File: config.mk
export PLATFORM = sky130hd
export DESIGN_NAME = arith_cmd_seq
export DESIGN_NICKNAME = d
export VERILOG_FILES = /design/src/rtl/arith_pkg.sv /design/src/rtl/arith_settle_cnt.sv /design/src/rtl/arith_cmd_seq.sv
export SDC_FILE = /design/constraint.sdc
export NUM_CORES = 1
export LEC_CHECK = 0
export ABC_AREA = 1
export BUFFER_PORTS_ARGS = -buffer_cell sky130_fd_sc_hd__buf_2
export CAP_MARGIN = 20
export CELL_PAD_IN_SITES_DETAIL_PLACEMENT = 1
export CELL_PAD_IN_SITES_GLOBAL_PLACEMENT = 2
export CORE_MARGIN = 2
export CORE_UTILIZATION = 26
export DETAILED_ROUTE_END_ITERATION = 8
export PLACE_DENSITY_LB_ADDON = 0.1
export SYNTH_ARGS = -nofsm -noshare
export SYNTH_HDL_FRONTEND = slang
export SYNTH_SLANG_ARGS = --single-unit
File: constraint.sdc
create_clock -name clk -period 1.6 [get_ports clk]
set_clock_uncertainty 0.05 [all_clocks]
set_input_delay 0.32 -clock clk [delete_from_list [all_inputs] [get_ports clk]]
set_output_delay 0.32 -clock clk [all_outputs]
set_load 0.03 [all_outputs]
File: src/rtl/arith_pkg.sv
// Shared definitions for the arithmetic command sequencer: op encodings,
// flag bit positions, FSM state type and the reserved-op decode helper.
// Combinational only; no latency; no backpressure.
package arith_pkg;

    localparam logic [1:0] OP_ADD  = 2'd0;
    localparam logic [1:0] OP_SUB  = 2'd1;
    localparam logic [1:0] OP_CMP  = 2'd2;
    localparam logic [1:0] OP_RSVD = 2'd3;

    localparam int FLAG_GT = 2;
    localparam int FLAG_EQ = 1;
    localparam int FLAG_LT = 0;

    localparam int CNT_W = 3;

    typedef enum logic [1:0] {
        IDLE   = 2'd0,
        SETTLE = 2'd1,
        RESP   = 2'd2
    } state_t;

    function automatic logic is_rsvd_op(input logic [1:0] op);
        return op == OP_RSVD;
    endfunction

endpackage

File: src/rtl/arith_settle_cnt.sv
// Loadable down-counter timing how long ALU operands are held before capture.
// Latency: load/decrement take effect at the next edge; done is a decode of the count.
// Backpressure: none; decrement saturates at zero.
// Ports: clk, rst (sync, active-high), load/load_val, dec -> cnt, done (cnt == 0).
module arith_settle_cnt
    import arith_pkg::*;
(
    input  logic             clk,
    input  logic             rst,
    input  logic             load,
    input  logic [CNT_W-1:0] load_val,
    input  logic             dec,
    output logic [CNT_W-1:0] cnt,
    output logic             done
);

    logic [CNT_W-1:0] cnt_q;
    logic [CNT_W-1:0] cnt_d;

    always_comb begin
        cnt_d = cnt_q;
        if (load) begin
            cnt_d = load_val;
        end else if (dec && (cnt_q != '0)) begin
            cnt_d = cnt_q - 1'b1;
        end
    end

    always_ff @(posedge clk) begin
        if (rst) begin
            cnt_q <= '0;
        end else begin
            cnt_q <= cnt_d;
        end
    end

    assign cnt  = cnt_q;
    assign done = (cnt_q == '0);

endmodule

File: src/rtl/arith_cmd_seq.sv
// Sequences one command at a time through an external combinational ALU.
// Latency: response valid SETTLE_CYCLES+1 cycles after the accepting edge.
// Backpressure: cmd_ready only in IDLE; the response is held until rsp_ready.
// Ports: clk/rst; cmd_valid/cmd_ready/cmd_a/cmd_b/cmd_op in; alu_a/alu_b/alu_ctrl
// out to the ALU, alu_result/alu_flag back; rsp_valid/rsp_ready/rsp_result/
// rsp_flag/rsp_err out; busy and rsp_count status.
module arith_cmd_seq
    import arith_pkg::*;
#(
    parameter int unsigned SETTLE_CYCLES = 1
) (
    input  logic       clk,
    input  logic       rst,
    input  logic       cmd_valid,
    output logic       cmd_ready,
    input  logic [3:0] cmd_a,
    input  logic [3:0] cmd_b,
    input  logic [1:0] cmd_op,
    output logic [3:0] alu_a,
    output logic [3:0] alu_b,
    output logic [1:0] alu_ctrl,
    input  logic [3:0] alu_result,
    input  logic [2:0] alu_flag,
    output logic       rsp_valid,
    input  logic       rsp_ready,
    output logic [3:0] rsp_result,
    output logic [2:0] rsp_flag,
    output logic       rsp_err,
    output logic       busy,
    output logic [7:0] rsp_count
);

    // Counter is loaded with SETTLE_CYCLES-1 so that the SETTLE state spans
    // exactly SETTLE_CYCLES cycles, ending on the cycle the counter reads zero.
    localparam logic [CNT_W-1:0] SETTLE_LOAD = CNT_W'(SETTLE_CYCLES - 1);

    state_t     state_q,      state_d;
    logic [3:0] alu_a_q,      alu_a_d;
    logic [3:0] alu_b_q,      alu_b_d;
    logic [1:0] alu_ctrl_q,   alu_ctrl_d;
    logic       rsp_valid_q,  rsp_valid_d;
    logic [3:0] rsp_result_q, rsp_result_d;
    logic [2:0] rsp_flag_q,   rsp_flag_d;
    logic       rsp_err_q,    rsp_err_d;
    logic       busy_q,       busy_d;
    logic [7:0] rsp_count_q,  rsp_count_d;

    logic             cnt_load;
    logic             cnt_dec;
    logic             cnt_done;
    logic [CNT_W-1:0] cnt_val;

    arith_settle_cnt u_settle_cnt (
        .clk      (clk),
        .rst      (rst),
        .load     (cnt_load),
        .load_val (SETTLE_LOAD),
        .dec      (cnt_dec),
        .cnt      (cnt_val),
        .done     (cnt_done)
    );

    always_comb begin
        state_d      = state_q;
        alu_a_d      = alu_a_q;
        alu_b_d      = alu_b_q;
        alu_ctrl_d   = alu_ctrl_q;
        rsp_valid_d  = rsp_valid_q;
        rsp_result_d = rsp_result_q;
        rsp_flag_d   = rsp_flag_q;
        rsp_err_d    = rsp_err_q;
        busy_d       = busy_q;
        rsp_count_d  = rsp_count_q;
        cnt_load     = 1'b0;
        cnt_dec      = 1'b0;

        case (state_q)
            IDLE: begin
                if (cmd_valid) begin
                    alu_a_d    = cmd_a;
                    alu_b_d    = cmd_b;
                    alu_ctrl_d = cmd_op;
                    cnt_load   = 1'b1;
                    busy_d     = 1'b1;
                    state_d    = SETTLE;
                end
            end
            SETTLE: begin
                if (cnt_done) begin
                    // The registered op is used for the error flag: cmd_op
                    // itself may have moved on since acceptance.
                    rsp_result_d = alu_result;
                    rsp_flag_d   = alu_flag;
                    rsp_err_d    = is_rsvd_op(alu_ctrl_q);
                    rsp_valid_d  = 1'b1;
                    state_d      = RESP;
                end else begin
                    cnt_dec = 1'b1;
                end
            end
            RESP: begin
                if (rsp_ready) begin
                    rsp_valid_d = 1'b0;
                    busy_d      = 1'b0;
                    rsp_count_d = rsp_count_q + 8'd1;
                    state_d     = IDLE;
                end
            end
            default: begin
                state_d = IDLE;
            end
        endcase
    end

    always_ff @(posedge clk) begin
        if (rst) begin
            state_q      <= IDLE;
            alu_a_q      <= '0;
            alu_b_q      <= '0;
            alu_ctrl_q   <= '0;
            rsp_valid_q  <= 1'b0;
            rsp_result_q <= '0;
            rsp_flag_q   <= '0;
            rsp_err_q    <= 1'b0;
            busy_q       <= 1'b0;
            rsp_count_q  <= '0;
        end else begin
            state_q      <= state_d;
            alu_a_q      <= alu_a_d;
            alu_b_q      <= alu_b_d;
            alu_ctrl_q   <= alu_ctrl_d;
            rsp_valid_q  <= rsp_valid_d;
            rsp_result_q <= rsp_result_d;
            rsp_flag_q   <= rsp_flag_d;
            rsp_err_q    <= rsp_err_d;
            busy_q       <= busy_d;
            rsp_count_q  <= rsp_count_d;
        end
    end

    // Gated by rst so the block never advertises readiness while in reset,
    // yet is ready in the very first cycle after reset is released.
    assign cmd_ready  = (state_q == IDLE) && !rst;
    assign alu_a      = alu_a_q;
    assign alu_b      = alu_b_q;
    assign alu_ctrl   = alu_ctrl_q;
    assign rsp_valid  = rsp_valid_q;
    assign rsp_result = rsp_result_q;
    assign rsp_flag   = rsp_flag_q;
    assign rsp_err    = rsp_err_q;
    assign busy       = busy_q;
    assign rsp_count  = rsp_count_q;

endmodule

==> results_tabular.tex, run 1 <==
\begin{tabular}{lr}
\hline
Metric & Value \\
\hline
\multicolumn{2}{l}{\textbf{Route}} \\
\quad Final routed wirelength across all metal layers & 3.598 mm \\
\quad Number of detailed-routing iterations run before antenna repair & 4 \\
\quad First-iteration detailed-routing DRC count & 25 \\
\quad Vias & 1274 \\
\quad Number of remaining DRC errors & 0 \\
\quad Detail-routed net length per standard cell & 12.28 um \\
\quad Vias/cell & 4.348 \\
\quad Number of nets still failing antenna checks after routing & 0 \\
\multicolumn{2}{l}{\textbf{Floorplan}} \\
\quad Core Rows & 25 \\
\quad CORE AREA & 0.004786 mm\^{}2 \\
\quad Die Area & 0.005642 mm\^{}2 \\
\quad Number of placed I/O pins & 50 \\
\quad Die Width & 75.12 um \\
\quad Initial standard-cell utilization of the core & 27.48\% \\
\quad Vertical die dimension & 75.12 um \\
\multicolumn{2}{l}{\textbf{Yosys}} \\
\quad Number of warnings reported in the yosys synthesis log & 0 \\
\quad Post-synthesis sequential area ratio & 50.24\% \\
\quad Flops \& latches, synth & 33 \\
\quad Fraction of synthesis flops using an asynchronous set or reset pin & 0\% \\
\quad Most used flip-flop cell after synthesis & sky130\_fd\_sc\_hd\_\_dfxtp\_1 \\
\quad Synthesized cell area & 0.001315 mm\^{}2 \\
\quad Synthesized Nets & 193 \\
\quad Most frequent cell after synthesis & sky130\_fd\_sc\_hd\_\_nor2\_1 \\
\quad Post-synth top area share & 50.24\% \\
\quad EDFF count, synth & 0 \\
\quad Largest area contributor in the synthesized netlist & sky130\_fd\_sc\_hd\_\_dfxtp\_1 \\
\quad Area contributors post-synth & sky130\_fd\_sc\_hd\_\_dfxtp\_1 (50\%), sky130\_fd\_sc\_hd\_\_nor2\_1 (14\%), sky130\_fd\_sc\_hd\_\_o21ai\_0 (7.2\%), sky130\_fd\_sc\_hd\_\_nand2\_1 (4.9\%), sky130\_fd\_sc\_hd\_\_inv\_1 (3.4\%) \\
\quad List of most frequent post-synthesis cells & sky130\_fd\_sc\_hd\_\_nor2\_1 (49), sky130\_fd\_sc\_hd\_\_dfxtp\_1 (33), sky130\_fd\_sc\_hd\_\_o21ai\_0 (19) \\
\quad Post-Synthesis Mean Instance Area & 7.781 um\^{}2 \\
\quad Synthesized netlist cell count & 169 \\
\quad Count of cell types in the netlist & 22 \\
\multicolumn{2}{l}{\textbf{Global routing}} \\
\quad Initial antenna violation count & 0 \\
\quad Total congestion overflow & 0 \\
\quad Maximum number of pins on one net before global-route repair & 15 \\
\quad Via count of the first global-routing pass & 1292 \\
\quad GR Util All Layers & 13.49\% \\
\quad Global-route wire length before repair & 5.664 mm \\
\multicolumn{2}{l}{\textbf{Final layout}} \\
\quad Layout overhead on the synthesized area & 31.87\% \\
\quad Total of fill cells in the finished design & 627 \\
\quad Final non-filler cell total & 293 \\
\quad Number of antenna repair diodes & 0 \\
\quad Final net count & 249 \\
\quad Share of post-route cells with drive strength above 1 & 30.97\% \\
\multicolumn{2}{l}{\textbf{Critical path}} \\
\quad Max stage delay on crit path & 0.43 ns \\
\quad CP Buf/Inv Count & 2 \\
\quad Crit Path Category & reg -> out \\
\quad Data arrival time at the worst-slack endpoint & 1.08 ns \\
\quad Req. time, crit path & 1.23 ns \\
\quad Critical path, cell by cell & inv\_2 > nand2\_1 > nor2\_1 > buf\_2 \\
\quad Biggest fanout along the worst timing path & 4 \\
\quad Critical path launch point type & flip-flop \\
\quad Family of cells with the greatest summed delay on the critical path & flip-flops \\
\quad Slowest stage cell, crit path & sky130\_fd\_sc\_hd\_\_dfxtp\_1 \\
\quad Critical Path Sink Type & primary output \\
\multicolumn{2}{l}{\textbf{Clock network}} \\
\quad Total clock buffers created by CTS & 5 \\
\quad Clock tree from TritonCTS & built \\
\quad Clock root buffer master & sky130\_fd\_sc\_hd\_\_clkbuf\_8 \\
\quad Latest clock arrival within the worst-skew pair & 0.28 ns \\
\quad Clock buffer depth & 2 \\
\quad CTS clock-pin slew for the worst setup and hold paths & 0.07 ns \\
\quad Count of clock tree sinks & 33 \\
\quad Number of H-tree levels & 2 \\
\multicolumn{2}{l}{\textbf{STA}} \\
\quad RSZ-0062 raised after global routing & false \\
\quad Fin. max-slew vios & 0 \\
\quad Share of the cycle needed by the critical path after routing & 90.76\% \\
\quad Final hold viol count & 0 \\
\quad Minimum clock period & 1.452 ns \\
\quad Post-Route Setup TNS & 0 ns \\
\quad Tightest Pin Transition & 0.3012 ns \\
\quad Top achievable clock speed & 0.6887 GHz \\
\quad Worst relative slew slack & 79.90\% \\
\quad Setup violation total in the final timing report & 0 \\
\multicolumn{2}{l}{\textbf{Power}} \\
\quad Part of the power in the clock network & 32.6\% \\
\quad Switching power of the nets & 0.0005622 W \\
\quad Share of power burned in registers & 49.1\% \\
\quad Switching fraction of total power & 30.32\% \\
\quad Internal portion of total power & 0.001292 W \\
\quad IR Drop Worst-Case VDD & 0.0003157 V \\
\quad P per Cell Area & 1069 mW/mm\^{}2 \\
\quad Logic pwr share & 18.3\% \\
\quad Static leakage power & 0.7980 nW \\
\multicolumn{2}{l}{\textbf{Placement}} \\
\quad Placed cell count & 283 \\
\quad Half-perimeter wire length after detailed placement & 2.662 mm \\
\quad Gp weighted congestion & 0.8025 \\
\quad Number of port buffers & 49 \\
\multicolumn{2}{l}{\textbf{Min path}} \\
\quad Hold Crit Class & in -> reg \\
\multicolumn{2}{l}{\textbf{Status}} \\
\quad Outcome & completed \\
\multicolumn{2}{l}{\textbf{Job}} \\
\quad Max-Cap Viols & 0 \\
\hline
\end{tabular}
-- kinds of logic (layout without fill, tap and decap cells) --
kind of cell,count (synthesis),in the layout,share of synthesized area (%)
AND/OR/NAND/NOR,82,83,27.78
flip-flops,33,33,50.24
AO/OA/AOI/OAI,28,28,10.94
buffers and inverters,20,76,6.184
adder cells (fa/ha/maj),3,3,2.855
XOR/XNOR,3,3,1.998
-- power by group through the flow --
stage | Sequential [W] | Clock [W] | Combinational [W]
CTS | 0.000911 | 0.000631 | 0.000340
global route | 0.000917 | 0.000665 | 0.000378
global placement | 0.000927 | 0 | 0.000330
floorplan | 0.00102 | 0 | 0.000130
finish | 0.000911 | 0.000604 | 0.000340
detailed placement | 0.000929 | 0 | 0.000340
-- final timing paths --
path,from,to,slack (ns),depth (start not counted)
max,state_q[1]$_SDFFE_PP0P_,cmd_ready,0.15,4
min,alu_result[2],rsp_result[2]$_SDFFE_PP0P_,0.24,3
max reg2reg,u_settle_cnt.cnt[0]$_SDFFE_PP0P_,rsp_result[3]$_SDFFE_PP0P_,0.22,7
min reg2reg,u_settle_cnt.cnt[0]$_SDFFE_PP0P_,u_settle_cnt.cnt[0]$_SDFFE_PP0P_,0.41,2
-- per-stage QoR --
stage	instance area (um^2)	hold WS, ns	setup WS, ns	utilization (%)	total power [W]
global route	1734	0.2408	0.06225	36.24	0.001959
CTS	1720	0.2392	0.1260	35.95	0.001882
finish	1734	0.2423	0.1479	36.24	0.001854
global placement	1640	0.3944	0.2911	34.27	0.001258
floorplan	1315	0.3889	0.2360	-	0.001154
detailed placement	1640	0.4066	0.1725	34.27	0.001269
-- layout make-up --
| cell class | count | area, um^2 | area share [%] |
|---|---|---|---|
| flip-flops and latches | 33 | 660.6 | 38.10 |
| multi-input cells | 117 | 579.3 | 33.41 |
| repair buffers | 52 | 267.8 | 15.44 |
| well taps | 67 | 83.83 | 4.834 |
| clock buffers | 8 | 80.08 | 4.618 |
| inverters | 16 | 62.56 | 3.608 |
-- flip-flops by register name, indices dropped and copies added, names as in the netlist --
| name | flops |
|---|---|
| alu_b | 4 |
| rsp_flag | 3 |
| alu_a | 4 |
| rsp_valid | 1 |
| u_settle_cnt.cnt | 3 |
| rsp_err | 1 |
| rsp_count | 8 |
| alu_ctrl | 2 |
| state_q | 2 |
| busy | 1 |
| rsp_result | 4 |
-- worst reg2reg max path: cells and delay by family, from the launching register on --
| family | cells | cell delay (ns) |
|---|---|---|
| AND/OR/NAND/NOR | 3 | 0.40 |
| adder cells (fa/ha/maj) | 1 | 0.17 |
| AO/OA/AOI/OAI | 1 | 0.20 |
| flip-flops | 1 | 0.31 |
| buffers and inverters | 2 | 0.15 |
-- layout by cell type (no fill, tap or decap), drive strengths merged --
cell type | synthesis | layout
buf | 3 | 52
o21ai | 19 | 19
a21oi | 7 | 7
dfxtp | 33 | 33
nand2 | 18 | 19
clkbuf | 1 | 8
ha | 3 | 3
xor2 | 3 | 3
a211oi | 1 | 1
nand3 | 7 | 7
nor3 | 5 | 5
inv | 16 | 16
a31oi | 1 | 1
nor2 | 52 | 52
-- routing by layer --
| metal | up-vias | track usage, % | wire length, um |
|---|---|---|---|
| li1 | 647 | - | - |
| met1 | 587 | 15.18 | 1645 |
| met2 | 38 | 22.12 | 1663 |
| met3 | 2 | 6.024 | 267 |
| met4 | 0 | 5.754 | 22 |
| met5 | - | 0 | 0 |
-- what timing repair did --
| action | 4_1_cts | 5_1_grt |
|---|---|---|
| buffers inserted | 0 | 1 |
| setup endpoints to repair | 0 | 1 |
| gates resized for setup | 0 | 1 |
| hold buffers | 0 | 0 |
(Power assumes the default switching activity.)
==> run 2, diff against run 1 <==
--- a/config.mk
+++ b/config.mk
@@ -10,7 +10,7 @@
 export CAP_MARGIN = 20
 export CELL_PAD_IN_SITES_DETAIL_PLACEMENT = 1
 export CELL_PAD_IN_SITES_GLOBAL_PLACEMENT = 2
-export CORE_MARGIN = 2
+export CORE_MARGIN = 3
 export CORE_UTILIZATION = 26
 export DETAILED_ROUTE_END_ITERATION = 8
 export PLACE_DENSITY_LB_ADDON = 0.1
==> results_tabular.tex, run 2 (synthesis gave the netlist of run 1 again) <==
\begin{tabular}{lr}
\hline
Metric & Value \\
\hline
\multicolumn{2}{l}{\textbf{Status}} \\
\quad Outcome & completed \\
\multicolumn{2}{l}{\textbf{Route}} \\
\quad First-iteration detailed-routing DRC count & 14 \\
\quad Vias & 1282 \\
\quad Final routed wirelength across all metal layers & 3.713 mm \\
\quad Number of remaining DRC errors & 0 \\
\quad Detail-routed net length per standard cell & 12.80 um \\
\quad Vias/cell & 4.421 \\
\quad Number of nets still failing antenna checks after routing & 0 \\
\quad Number of detailed-routing iterations run before antenna repair & 4 \\
\multicolumn{2}{l}{\textbf{Global routing}} \\
\quad Total congestion overflow & 0 \\
\quad Maximum number of pins on one net before global-route repair & 16 \\
\quad Initial antenna violation count & 0 \\
\quad Global-route wire length before repair & 6.472 mm \\
\quad Via count of the first global-routing pass & 1405 \\
\quad GR Util All Layers & 13.52\% \\
\multicolumn{2}{l}{\textbf{Critical path}} \\
\quad Biggest fanout along the worst timing path & 4 \\
\quad Req. time, crit path & 1.23 ns \\
\quad Data arrival time at the worst-slack endpoint & 1.09 ns \\
\quad Critical path launch point type & flip-flop \\
\quad Critical Path Sink Type & primary output \\
\quad Crit Path Category & reg -> out \\
\multicolumn{2}{l}{\textbf{STA}} \\
\quad Minimum clock period & 1.460 ns \\
\quad Post-Route Setup TNS & 0 ns \\
\quad Fin. max-slew vios & 0 \\
\quad Share of the cycle needed by the critical path after routing & 91.27\% \\
\quad Worst relative slew slack & 79.77\% \\
\quad RSZ-0062 raised after global routing & false \\
\quad Final hold viol count & 0 \\
\quad Top achievable clock speed & 0.6847 GHz \\
\quad Tightest Pin Transition & 0.3030 ns \\
\quad Setup violation total in the final timing report & 0 \\
\multicolumn{2}{l}{\textbf{Floorplan}} \\
\quad Vertical die dimension & 77.12 um \\
\quad Number of placed I/O pins & 50 \\
\quad Core Rows & 25 \\
\quad Die Width & 77.12 um \\
\quad Initial standard-cell utilization of the core & 27.30\% \\
\quad CORE AREA & 0.004817 mm\^{}2 \\
\quad Die Area & 0.005947 mm\^{}2 \\
\multicolumn{2}{l}{\textbf{Power}} \\
\quad Internal portion of total power & 0.001282 W \\
\quad P per Cell Area & 1076 mW/mm\^{}2 \\
\quad Part of the power in the clock network & 33.0\% \\
\quad Switching power of the nets & 0.0005774 W \\
\quad Share of power burned in registers & 48.9\% \\
\quad Switching fraction of total power & 31.05\% \\
\quad Static leakage power & 0.7967 nW \\
\quad IR Drop Worst-Case VDD & 0.0005321 V \\
\quad Logic pwr share & 18.1\% \\
\multicolumn{2}{l}{\textbf{Clock network}} \\
\quad Latest clock arrival within the worst-skew pair & 0.28 ns \\
\quad Total clock buffers created by CTS & 5 \\
\quad CTS clock-pin slew for the worst setup and hold paths & 0.07 ns \\
\quad Number of H-tree levels & 2 \\
\quad Clock buffer depth & 2 \\
\quad Clock tree from TritonCTS & built \\
\quad Post-CTS Setup Inserts & 0 \\
\quad Clock root buffer master & sky130\_fd\_sc\_hd\_\_clkbuf\_8 \\
\quad Count of hold buffers inserted by post-cts repair & 0 \\
\quad Total of cells resized after clock tree synthesis & 0 \\
\quad Count of clock tree sinks & 33 \\
\multicolumn{2}{l}{\textbf{Final layout}} \\
\quad Number of antenna repair diodes & 0 \\
\quad Layout overhead on the synthesized area & 31.40\% \\
\quad Layout Utilization & 35.87\% \\
\quad Share of post-route cells with drive strength above 1 & 30.94\% \\
\quad Final net count & 246 \\
\quad Flip-flop count of the largest register, all copies and words added & 8 \\
\quad Final non-filler cell total & 290 \\
\quad Commonest cells after routing, fill and taps aside & sky130\_fd\_sc\_hd\_\_nor2\_1 (49), sky130\_fd\_sc\_hd\_\_buf\_2 (49), sky130\_fd\_sc\_hd\_\_dfxtp\_1 (33) \\
\multicolumn{2}{l}{\textbf{Placement}} \\
\quad Number of port buffers & 49 \\
\quad Gp weighted congestion & 0.7142 \\
\quad Half-perimeter wire length after detailed placement & 2.882 mm \\
\quad Placed cell count & 282 \\
\multicolumn{2}{l}{\textbf{Job}} \\
\quad Max-Cap Viols & 0 \\
\multicolumn{2}{l}{\textbf{Min path}} \\
\quad Hold Crit Class & in -> reg \\
\hline
\end{tabular}
-- run 2: cell types whose count changed in the layout (fill, tap and decap cells not counted) --
cell / change
sky130_fd_sc_hd__nor2_2: -1
sky130_fd_sc_hd__clkinv_2: +2
sky130_fd_sc_hd__buf_12: +1
sky130_fd_sc_hd__nor2_1: +1
sky130_fd_sc_hd__clkbuf_1: -2
sky130_fd_sc_hd__nand2_1: -1
sky130_fd_sc_hd__buf_4: -3
-- run 2: area by class of cell --
type | count | area (um^2)
timing repair buffer | 50 | 265.3
sequential | 33 | 660.6
fill | 644 | 3089
multi-input combinational | 116 | 573.1
clock buffer | 6 | 72.57
tap | 67 | 83.83
inverter | 16 | 62.56
clock inverter | 2 | 10.01
-- run 2: final timing paths --
check,cells after the start,start,slack [ns],end
max reg2reg,8,u_settle_cnt.cnt[0]$_SDFFE_PP0P_,0.19,rsp_err$_SDFFE_PP0P_
min,3,cmd_b[0],0.24,alu_b[0]$_SDFFE_PP0P_
max,4,state_q[1]$_SDFFE_PP0P_,0.14,cmd_ready
min reg2reg,2,busy$_SDFFE_PP0P_,0.41,busy$_SDFFE_PP0P_
-- run 2: per-layer routing --
layer,track usage (%),share of wire (%),vias to the layer above
met3,4.930,8.1,5
met1,14.54,40,603
met4,5.872,1.4,0
met5,0,0,-
met2,23.69,50,34
li1,-,-,640
-- run 2: critical path, stage by stage (launching register included) --
cell,delay (ns)
sky130_fd_sc_hd__dfxtp_1,0.44
sky130_fd_sc_hd__inv_2,0.09
sky130_fd_sc_hd__nand2_1,0.06
sky130_fd_sc_hd__nor2_1,0.04
sky130_fd_sc_hd__buf_2,0.18
-- run 2: through the flow --
step / cell area [um^2] / setup WS [ns] / hold WS (ns) / power, W
3_3_place_gp: 1645 / 0.2795 / 0.3944 / 0.001261
6_report: 1728 / 0.1396 / 0.2394 / 0.001859
5_1_grt: 1728 / 0.05978 / 0.2651 / 0.001966
3_5_place_dp: 1645 / 0.1892 / 0.4007 / 0.001273
4_1_cts: 1728 / 0.1353 / 0.2290 / 0.001896
2_1_floorplan: 1315 / 0.2360 / 0.3889 / 0.001154
-- run 2: power groups by stage --
stage               clock [W]  combinational, W  sequential [W]
floorplan                   0          0.000130         0.00102
global placement            0          0.000334        0.000927
detailed placement          0          0.000344        0.000930
CTS                  0.000640          0.000345        0.000911
global route         0.000675          0.000373        0.000918
finish               0.000613          0.000337        0.000910
